--- config.mk ---
export PLATFORM = sky130hd
export DESIGN_NAME = vote_result_reader
export DESIGN_NICKNAME = d
export VERILOG_FILES = /design/src/rtl/vote_result_reader.sv
export SDC_FILE = /design/constraint.sdc
export NUM_CORES = 1
export LEC_CHECK = 0
export CAP_MARGIN = 20
export CORE_MARGIN = 1.5
export CORE_UTILIZATION = 40
export CTS_CLUSTER_DIAMETER = 80
export CTS_CLUSTER_SIZE = 8
export DETAILED_ROUTE_END_ITERATION = 12
export HOLD_SLACK_MARGIN = 0.1
export MAX_ROUTING_LAYER = met4
export PLACE_DENSITY_LB_ADDON = 0.15
export SETUP_SLACK_MARGIN = 0.5
export SLEW_MARGIN = 40
export SYNTH_ARGS = -nofsm -noshare
export SYNTH_HDL_FRONTEND = slang
export SYNTH_SLANG_ARGS = --single-unit
--- constraint.sdc ---
create_clock -name clock -period 5.85 [get_ports clock]
set_clock_uncertainty 0.05 [all_clocks]
set_input_delay 1.17 -clock clock [delete_from_list [all_inputs] [get_ports clock]]
set_output_delay 1.17 -clock clock [all_outputs]
set_load 0.005 [all_outputs]
--- src/rtl/vote_result_reader.sv ---
// Result-mode readout: snapshots the four vote tallies, scans them for winner/tie/total,
// then drives the result LEDs. Build option: define RESULT_AUTOSCAN_EN to auto-cycle candidates in SHOW.
module vote_result_reader #(
    parameter int unsigned DISPLAY_CYCLES = 8
) (
    input  logic       clock,
    input  logic       reset,
    input  logic       mode,
    input  logic [7:0] cand_1_vote,
    input  logic [7:0] cand_2_vote,
    input  logic [7:0] cand_3_vote,
    input  logic [7:0] cand_4_vote,
    input  logic [4:1] candidate_button,
    output logic [7:0] result_leds,
    output logic [4:1] shown_cand,
    output logic [4:1] winner,
    output logic       tie,
    output logic [9:0] total_votes,
    output logic       result_valid
);

    typedef enum logic [1:0] {
        IDLE,
        COMPARE,
        SHOW
    } state_t;

    state_t state, state_next;

    logic [7:0] snap [4];
    logic [1:0] scan_idx;
    logic [7:0] run_max;
    logic [1:0] run_leader;
    logic       run_tie;
    logic [9:0] run_total;

    logic [7:0] cur_vote;
    logic [7:0] max_nx;
    logic [1:0] leader_nx;
    logic       tie_nx;
    logic [9:0] total_nx;
    logic [1:0] btn_idx;

`ifdef RESULT_AUTOSCAN_EN
    localparam int unsigned DW = (DISPLAY_CYCLES > 1) ? $clog2(DISPLAY_CYCLES) : 1;
    logic [DW-1:0] dwell;
    logic          manual;
    logic [1:0]    show_idx;
    logic [1:0]    show_nx;
`else
    logic [1:0]    entry_idx;
`endif

    generate
        if (DISPLAY_CYCLES == 0) begin : g_bad_cfg
            $error("DISPLAY_CYCLES must be at least 1");
        end
    endgenerate

    function automatic logic [3:0] one_hot(input logic [1:0] i);
        one_hot = 4'b0001 << i;
    endfunction

    function automatic logic [1:0] lowest_set(input logic [3:0] b);
        if (b[0])      lowest_set = 2'd0;
        else if (b[1]) lowest_set = 2'd1;
        else if (b[2]) lowest_set = 2'd2;
        else           lowest_set = 2'd3;
    endfunction

    always_ff @(posedge clock) begin
        if (reset) state <= IDLE;
        else       state <= state_next;
    end

    always_comb begin
        state_next = state;
        if (!mode) begin
            state_next = IDLE;
        end else begin
            unique case (state)
                IDLE:    state_next = COMPARE;
                COMPARE: if (scan_idx == 2'd3) state_next = SHOW;
                SHOW:    state_next = SHOW;
                default: state_next = IDLE;
            endcase
        end
    end

    // One candidate per cycle; the final step's result feeds the output registers directly.
    always_comb begin
        cur_vote  = snap[scan_idx];
        max_nx    = run_max;
        leader_nx = run_leader;
        tie_nx    = run_tie;
        total_nx  = run_total + {2'b00, cur_vote};
        if (cur_vote > run_max) begin
            max_nx    = cur_vote;
            leader_nx = scan_idx;
            tie_nx    = 1'b0;
        end else if ((cur_vote == run_max) && (cur_vote != '0)) begin
            tie_nx = 1'b1;
        end
        btn_idx = lowest_set(candidate_button);
`ifdef RESULT_AUTOSCAN_EN
        show_nx = show_idx + 2'd1;
`else
        entry_idx = ((max_nx != '0) && !tie_nx) ? leader_nx : 2'd0;
`endif
    end

    always_ff @(posedge clock) begin
        if (reset || !mode) begin
            result_leds  <= '0;
            shown_cand   <= '0;
            winner       <= '0;
            tie          <= 1'b0;
            total_votes  <= '0;
            result_valid <= 1'b0;
            scan_idx     <= '0;
`ifdef RESULT_AUTOSCAN_EN
            show_idx     <= '0;
            manual       <= 1'b0;
            dwell        <= '0;
`endif
        end else begin
            unique case (state)
                IDLE: begin
                    snap[0]    <= cand_1_vote;
                    snap[1]    <= cand_2_vote;
                    snap[2]    <= cand_3_vote;
                    snap[3]    <= cand_4_vote;
                    run_max    <= '0;
                    run_leader <= '0;
                    run_tie    <= 1'b0;
                    run_total  <= '0;
                    scan_idx   <= '0;
                end
                COMPARE: begin
                    run_max    <= max_nx;
                    run_leader <= leader_nx;
                    run_tie    <= tie_nx;
                    run_total  <= total_nx;
                    scan_idx   <= scan_idx + 2'd1;
                    if (scan_idx == 2'd3) begin
                        winner       <= ((max_nx != '0) && !tie_nx) ? one_hot(leader_nx) : '0;
                        tie          <= tie_nx;
                        total_votes  <= total_nx;
                        result_valid <= 1'b1;
`ifdef RESULT_AUTOSCAN_EN
                        show_idx     <= 2'd0;
                        shown_cand   <= 4'b0001;
                        result_leds  <= snap[0];
                        manual       <= 1'b0;
                        dwell        <= '0;
`else
                        shown_cand   <= one_hot(entry_idx);
                        result_leds  <= snap[entry_idx];
`endif
                    end
                end
                SHOW: begin
                    if (candidate_button != '0) begin
                        shown_cand  <= one_hot(btn_idx);
                        result_leds <= snap[btn_idx];
`ifdef RESULT_AUTOSCAN_EN
                        show_idx    <= btn_idx;
                        manual      <= 1'b1;
                    end else if (!manual) begin
                        if (dwell == DW'(DISPLAY_CYCLES - 1)) begin
                            dwell       <= '0;
                            show_idx    <= show_nx;
                            shown_cand  <= one_hot(show_nx);
                            result_leds <= snap[show_nx];
                        end else begin
                            dwell <= dwell + DW'(1);
                        end
`endif
                    end
                end
                default: ;
            endcase
        end
    end

endmodule

* Word-level counts from Yosys, hierarchy flattened
Memories as Yosys holds them, arrays and structs flattened. A register that Yosys moved wholly into a read port is not among the register bits. Cells that the tools add are included.
Storage, ports and cells: bits in registers 53, memory bits (writable) 32, output and inout port bits 28, word-level logic and storage cells 69, memories kept 1
Memories:
- snap | depth 4, width 8, read ports 3, clocked after Yosys merged registers in 1, wr ports 4, line 30 | logic [7:0] snap [4];
Cells by class: add/sub/neg operators 2, order comparisons 1, equal/unequal tests 6, shift operators 3, multiplexer cells 27, bitwise operators 2, reductions and logical operators 15
Operator list (count):
- 8-bit one-hot mux with 2 select lines | 2
- 8-bit two-way mux | 3
- 10-bit one-hot mux with 2 select lines | 1
- 8-bit nonzero test | 2
- 2-bit two-way mux | 7
- 4-bit two-way mux | 3
- 1-bit by 2-bit left shift with 4-bit output, first input constant | 3
- 10-bit by 8-bit adder with 10-bit output | 1
- 8-bit == test | 1
- 8-bit > comparator | 1
- 2-bit one-hot mux with 2 select lines | 2
- 4-bit one-hot mux with 2 select lines | 1
- 1-bit two-way mux | 6
- 2-bit one-hot mux with 3 select lines | 1
- 2-bit == test, second input constant | 2
- 2-bit inequality test, second input constant | 2
- 2-bit AND reduction | 2
- 2-bit nonzero test | 2
- 4-bit nonzero test | 1
- 3-bit AND reduction | 1
- 2-bit by 1-bit adder with 2-bit output, second input constant | 1
- 2-bit by 1-bit == test with 1-bit output, second input constant | 1
- 1-bit logical AND | 2
- 1-bit logical NOT | 2
- other kinds (5) | 6

* Logic depth before layout (Yosys ltp)
Gate-level depths: netlist (run 1).
word-level depth 10, depth in mapped cells 14

* Least setup slack after synthesis (run 1)
Ideal clock, no wire load.
kind register to register, start reg (tool-made name), end reg result_leds[0], setup time 122 ps, arrival time 3603 ps, required time 5678 ps, path slack 2075 ps, cell stages (with the launch flop) 12, path buffers 1, cell sequence dfxtp_1 > buf_6 > mux4_1 > ha_1 > a211o_1 > a21oi_1 > nor2_1 > or3b_2 > a2111oi_4 > mux2_1 > a221oi_1 > nor2_1
RTL lines:
- end signal, assigned | line 158 | result_leds <= snap[entry_idx];
- end signal, assigned | line 165 | result_leds <= snap[btn_idx];
- end, declared | line 14 | output logic [7:0] result_leds,

==> results.md, run 1 <==
- Final Hold Fails: 0
- Ys async rst share: 0
- Max-cap violations: 0
- Crit path launch type: flip-flop
- Final WL: 10600 um
- H-Tree Depth: 3
- Run status: complete, no violations
- Synth Register Bits: between 80 and 90
- Delay-heaviest family, CP: multiplexers
- Chip Width: between 100 and 150 um
- Post-layout minimum cycle time: 4.26 ns
- Setup TNS Final: 0 ns
- Routed wl met2: a little over 5000 um
- CP arrival: about 4.5 ns
- Wire length per cell after detailed routing: 17.0 um
- Via count: between 3000 and 4000
- Overflow after GRT: 0
- Slew @ Worst Pin: around 0.76 ns
- HP Class: reg -> reg
- PD cells: around 250 nW/um^2
- Number of synthesized flops with an enable pin: 53
- GRT Overall Usage: 0.196
- Layout cells sized above 1: 0.0807
- Routed vias/inst: around 5.5
- Clock buffer depth: 2
- Layout area overhead: 23.4%
- Largest net degree at the start of global routing: 33
- Share of power burned in registers: 0.505
- Routed met1 length: 4860 um
- N_diodes: 0
- Syn. warnings: 0
- Post-DRT Antenna Nets: 0
- Final net count: 538
- Number of non-filler instances in the completed layout: about 620
- Clock sinks: 87
- CTS tree: done
- Met3 wire length: 427 um
- Starting Density: 0.414
- Final setup margin: approximately 1.6 ns
- Die Area: between 10000 and 15000 sq um
- Vias in the first global route: between 3000 and 4000
- GP Congestion: between 0.8 and 0.9
- Internal power: a little over 1 mW
- Post-Syn Instances: approximately 420
- Crit Path Category: reg -> reg
- Maximum vdd drop: about 0.12 mV
- Buffers added on ports: 66
- Gate power share: 0.142
- Critical Path Sink Type: flip-flop
- Hpwl dp: approximately 7600 um
- Highest metal layer with signal wires: met4
- Number of detailed-route iterations in the first pass: 4
- Post-CTS Hold Buffers: 0
- Max Freq: about 230 MHz
- Clock Pin Slew Worst Setup and Hold Paths: approximately 0.090 ns
- Number of CTS-inserted buffers: 9
- Syn_area_per_cell: about 11 sq um
- Static Leak: between 1.5 and 2 nW
- Post-CTS sizing: 0
- Syn nets: roughly 480
- Most used cell, CP: nor2_1
- Crit-path max FO: 8
- Placed instance count: 606
- Most used DFF post-synth: edfxtp_1
- Top Ports: between 60 and 70
- Row Count: 38
- First-pass GRT wire length: between 15000 and 20000 um
- Fillers: between 900 and 1000
- Max-slew violation count: 0
- Initial antenna violation count: 0
- # setup viols final: 0
- Tcrit/Tclk final: 0.728
- Distinct cells, synth: 48
- Worst skew pair latency: about 0.36 ns
- Drt drc: 0
- Register Area: around 2300 sq um
- DRT iter0 DRCs: around 170
- Clock power share: 0.353
- Die span in y: approximately 110 um
- Core area: roughly 11000 sq um
- Clock root buffer: clkbuf_8
- Sw Pwr: 0.348 mW
- CP bufs+invs: 1
- RSZ-0062 raised after global routing: false
- Share of the yosys chip area belonging to registers: 0.504
- Setup repair bufs after CTS: 0
- Area of the multi-input gates: about 2100 sq um
- Crit path cell chain: mux4_1 > ha_1 > nand4_1 > nor2_1 > nor2_1 > or3b_2 > a2111oi_4 > buf_4 > mux2_1 > a221oi_1 > nor2_1
- Pre-CTS setup slack: about 1.5 ns
- Required time of the critical path: between 6 and 7 ns
- Mapped cell area: ~4500 sq um
- Slowest cell on the critical path: mux4_1
- CP max stage delay: about 0.76 ns
- Switching share of power: 0.255
- Relative slew slack: 0.490
- Final Core Density: 0.510
[worst reg2reg max path: cells and delay by family (launching register included)]
kind | cells | cell delay (ns)
AO/OA/AOI/OAI | 2 | 0.75
multiplexers | 2 | 1.10
AND/OR/NAND/NOR | 5 | 1.03
adder cells (fa/ha/maj) | 1 | 0.36
flip-flops | 1 | 0.61
buffers and inverters | 1 | 0.26
[sequential cells by signal, summed over array words and instances (netlist names), named ones only]
name,count
result_valid,1
result_leds,8
run_leader,2
run_tie,1
state,2
run_total,10
winner,4
total_votes,10
shown_cand,4
tie,1
scan_idx,2
snap,32
run_max,8
[synthesized netlist by cell type (all sizes together), types with 4 or more instances]
cell type | n | area share
edfxtp | 53 | 0.35
nor2 | 46 | 0.038
nand2 | 38 | 0.032
a21oi | 35 | 0.039
dfxtp | 34 | 0.15
o21ai | 32 | 0.036
ha | 20 | 0.056
inv | 18 | 0.015
mux2i | 18 | 0.040
clkbuf | 17 | 0.014
mux2 | 16 | 0.040
and2 | 11 | 0.016
a221oi | 8 | 0.016
mux4 | 8 | 0.047
nand2b | 5 | 0.0069
nor2b | 5 | 0.0069
buf | 4 | 0.0050
nand3 | 4 | 0.0044
nor4 | 4 | 0.0069
xnor2 | 4 | 0.0078
[power by group through the flow]
stage	Clock (mW)	Combinational [mW]	Sequential (mW)
floorplan	0	0.128	0.697
global placement	0	0.188	0.704
detailed placement	0	0.193	0.704
CTS	0.496	0.194	0.690
global route	0.516	0.213	0.693
finish	0.483	0.194	0.690
[path summary, 6_finish.rpt]
path / end / startpoint / slack (ns) / cells past startpoint
max: result_leds[3] / flip-flop / 1.59 / 11
min: winner[1] / winner[1] / 0.41 / 2
max reg2reg: result_leds[3] / flip-flop / 1.59 / 11
min reg2reg: winner[1] / winner[1] / 0.41 / 2
[placed cells by master (no fill, tap or decap), types with 2 or more instances in the layout]
cell and instances:
a211oi_1 3, a21boi_0 2, a21oi_1 35, a221oi_1 8, a31oi_1 2, and2_1 10, buf_4 6, clkbuf_16 2
clkbuf_8 9, clkdlybuf4s50_1 66, dfxtp_1 34, edfxtp_1 53, ha_1 20, inv_1 18, inv_6 2, mux2_1 8
mux2_2 8, mux2i_1 17, mux4_1 8, nand2_1 38, nand2b_1 4, nand3_1 4, nand4_1 3, nor2_1 46
nor2b_1 5, nor3_1 3, nor4_1 3, o211ai_1 2, o21ai_0 32, or3_1 2, xnor2_1 4, xor2_1 3
[layer usage]
layer  GRT usage  vias up
met3      0.0412       16
li1            -     1642
met2       0.321       99
met1       0.239     1646
met5           -        -
met4      0.0695        0
[logic make-up after synthesis]
family / count (synthesis) / synth area share
and+or+nand+nor: 125 / 0.131
AOI/OAI and AO/OA: 95 / 0.131
DFF: 87 / 0.504
muxes: 42 / 0.127
buffers and inverters: 39 / 0.0342
adders and majority gates: 21 / 0.0600
xor gates and xnor gates: 7 / 0.0136
[area by class of cell]
type / instances / share of cell area
flip-flops and latches: 87 / 0.409
multi-input cells: 290 / 0.378
repair buffers: 72 / 0.127
clock buffers: 12 / 0.0320
well taps: 140 / 0.0315
inverters: 18 / 0.0122
clock inverters: 4 / 0.0101
[per-stage QoR]
stage	area, sq um	power (mW)	hold WS, ns
finish	5560	1.37	0.408
global route	5560	1.42	0.433
CTS	5540	1.38	0.408
detailed placement	5310	0.897	0.396
global placement	5300	0.892	0.394
floorplan	4500	0.825	0.398
No activity file was read; power rests on OpenSTA's default activity.
==> run 2, diff against run 1 <==
- clock period: 5.85 -> 4.3 ns (I/O delays scaled with it)
==> run 2 against run 1 <==
  * Flip-flop and latch count stayed put
  * Via count grew 1.0%
  * Clock-buffer cell count down 2
  * Sequential share of layout area shrank 0.79 points
  * Cell area up 2.2%
  * Clock power increased by 21%
  * Sequential power increased by 36%
  * Critical path type unchanged
  * Largest cell class unchanged
==> results.md, run 2 (synthesized netlist as in run 1, its figures left out) <==
- Required time of the critical path: 4.51 ns (-1.53 ns)
- Max Freq: 275 MHz (+17%)
- Clock Pin Slew Worst Setup and Hold Paths: 0.09 ns (about the same)
- Crit-path max FO: 5 (-3)
- Switching share of power: 0.266 (+0.0118)
- Hpwl dp: 7780 um (+2.0%)
- Reg2Reg Capture Point: result_leds[2]
- Largest registers: snap x32, run_total x10, total_votes x10
- CP max stage delay: 0.53 ns (-0.23 ns)
- Clock root buffer: clkbuf_8
- Via count: 3437 (+1.0%)
- Sw Pwr: 0.483 mW (+39%)
- HP Class: reg -> reg
- Crit path launch type: flip-flop
- Die Area: 11900 sq um (unchanged)
- Maximum vdd drop: 0.172 mV (+38%)
- Max-slew violation count: 0 (unchanged)
- Die span in y: 109 um (unchanged)
- Drt drc: 0 (unchanged)
- Post-layout minimum cycle time: 3.64 ns (-0.618 ns)
- DRT iter0 DRCs: 134 (-21%)
- Post-DRT Antenna Nets: 0 (unchanged)
- CP arrival: 3.84 ns (-0.61 ns)
- Number of detailed-route iterations in the first pass: 5 (+1)
- CP bufs+invs: 2 (+1)
- CTS tree: done
- # setup viols final: 0 (unchanged)
- Delay-heaviest family, CP: simple AND/OR/NAND/NOR gates
- Chip Width: 109 um (unchanged)
- Critical Path Sink Type: flip-flop
- Wire length per cell after detailed routing: 16.9 um (about the same)
- Clock sinks: 87 (unchanged)
- Tcrit/Tclk final: 0.846 (+0.119)
- Final setup margin: 0.662 ns (-0.932 ns)
- Largest net degree at the start of global routing: 33 (unchanged)
- Buffers added on ports: 66 (unchanged)
- Reg2Reg Setup Slack: 0.66 ns (-0.93 ns)
- Clock power share: 0.323 (-0.030)
- Biggest register: snap
- FF-to-FF path depth: 12 (+1)
- GRT Overall Usage: 0.196 (about the same)
- RSZ-0062 raised after global routing: false
- Pre-CTS setup slack: 0.134 ns (-1.32 ns)
- Critical path endpoint: result_leds[2]
- Run status: complete, no violations
- Number of CTS-inserted buffers: 9 (unchanged)
- WP depth: 12 (+1)
- Top Ports: 67 (unchanged)
- Relative slew slack: 0.535 (+0.0446)
- Layout cells sized above 1: 0.145 (+0.0641)
- Overflow after GRT: 0 (unchanged)
- Routed vias/inst: 5.34 (-2.3%)
- GP Congestion: 0.884 (+5.5%)
- Worst skew pair latency: 0.36 ns (about the same)
- Final net count: 559 (+3.9%)
- Slowest cell on the critical path: mux4_2
- Row Count: 38 (unchanged)
- Gate power share: 0.159 (+0.017)
- Most frequent cells in the layout: clkdlybuf4s50_1, edfxtp_1, nor2_1
- Most used cell, CP: nor2_1
- PD cells: 319 nW/um^2 (+30%)
- Static Leak: 2.07 nW (+3.5%)
- Initial antenna violation count: 0 (unchanged)
- Starting Density: 0.414 (unchanged)
- First-pass GRT wire length: 17100 um (-0.12%)
- Share of power burned in registers: 0.519 (+0.014)
- N_diodes: 0 (unchanged)
- Max FFs per register: 32 (unchanged)
- Vias in the first global route: 3431 (+0.38%)
- Max-cap violations: 0 (unchanged)
- H-Tree Depth: 3 (unchanged)
- Internal power: 1.33 mW (+30%)
- Clock buffer depth: 2 (unchanged)
- Final WL: 10900 um (+3.3%)
- Commonest non-fill, non-tap cell in the layout: clkdlybuf4s50_1
- Layout area overhead: 26.1%
- Slew @ Worst Pin: 0.698 ns (-0.0669 ns)
- Crit Path Category: reg -> reg
- Setup TNS Final: 0 ns (unchanged)
- Final Hold Fails: 0 (unchanged)
- Crit path cell chain: buf_4 > mux4_2 > ha_1 > nand4_1 > nor2_2 > nor2_1 > or3b_4 > a2111oi_4 > buf_6 > mux2_1 > a221oi_2 > nor2_1
- Core area: 10900 sq um (unchanged)
run 2: worst reg2reg max path: stages, from the launching register on:
cell and delay (ns):
dfxtp_4 0.38, buf_4 0.13, mux4_2 0.54, ha_1 0.34, nand4_1 0.15, nor2_2 0.20
nor2_1 0.12, or3b_4 0.42, a2111oi_4 0.35, buf_6 0.19, mux2_1 0.35, a221oi_2 0.26
nor2_1 0.06
run 2: area by class of cell:
cell class / instances / area, sq um
flip-flops and latches: 87 / 2280
repair buffers: 93 / 880
fillers: 959 / 5210
clock buffers: 10 / 128
well taps: 140 / 175
inverters: 18 / 67.6
multi-input cells: 290 / 2080
clock inverters: 6 / 68.8
run 2: metrics by stage:
| stage | total power [mW] | utilization | cell area [sq um] | std cells | hold WS (ns) |
|---|---|---|---|---|---|
| floorplan | 1.12 | - | 4500 | 416 | 0.398 |
| global placement | 1.22 | 0.491 | 5350 | 614 | 0.395 |
| detailed placement | 1.23 | 0.491 | 5350 | 614 | 0.396 |
| CTS | 1.81 | 0.511 | 5560 | 632 | 0.407 |
| global route | 1.89 | 0.522 | 5680 | 644 | 0.423 |
| finish | 1.81 | 0.522 | 5680 | 644 | 0.403 |
run 2: power groups by stage:
| stage | Sequential, mW | Combinational (mW) | Clock, mW |
|---|---|---|---|
| after floorplan | 0.949 | 0.174 | 0 |
| after global placement | 0.959 | 0.261 | 0 |
| after detailed placement | 0.959 | 0.266 | 0 |
| after CTS | 0.939 | 0.271 | 0.597 |
| after global routing | 0.943 | 0.315 | 0.631 |
| final | 0.940 | 0.288 | 0.585 |
run 2: repair_timing:
action,4_1_cts,5_1_grt
hold endpoints to repair,0,0
setup buffers,2,11
setup endpoints to repair,10,10
gates resized for setup,9,12
gates cloned,0,1
hold buffers,0,0
pin swaps,0,3
run 2: worst min-delay path by stage:
stage	startpoint	cells past startpoint	end
6_report	shown_cand[1]	2	shown_cand[1]
5_1_grt	winner[2]	2	winner[2]
4_1_cts	shown_cand[1]	2	shown_cand[1]
3_5_place_dp	winner[1]	2	winner[1]
3_3_place_gp	winner[3]	2	winner[3]
2_1_floorplan	shown_cand[1]	2	shown_cand[1]
run 2: per-layer routing:
layer / GRT usage / vias to the layer above / wire length, um
met5: - / - / 0
met3: 0.0430 / 24 / 480
met4: 0.0818 / 0 / 228
li1: - / 1681 / -
met1: 0.238 / 1631 / 4860
met2: 0.316 / 101 / 5340
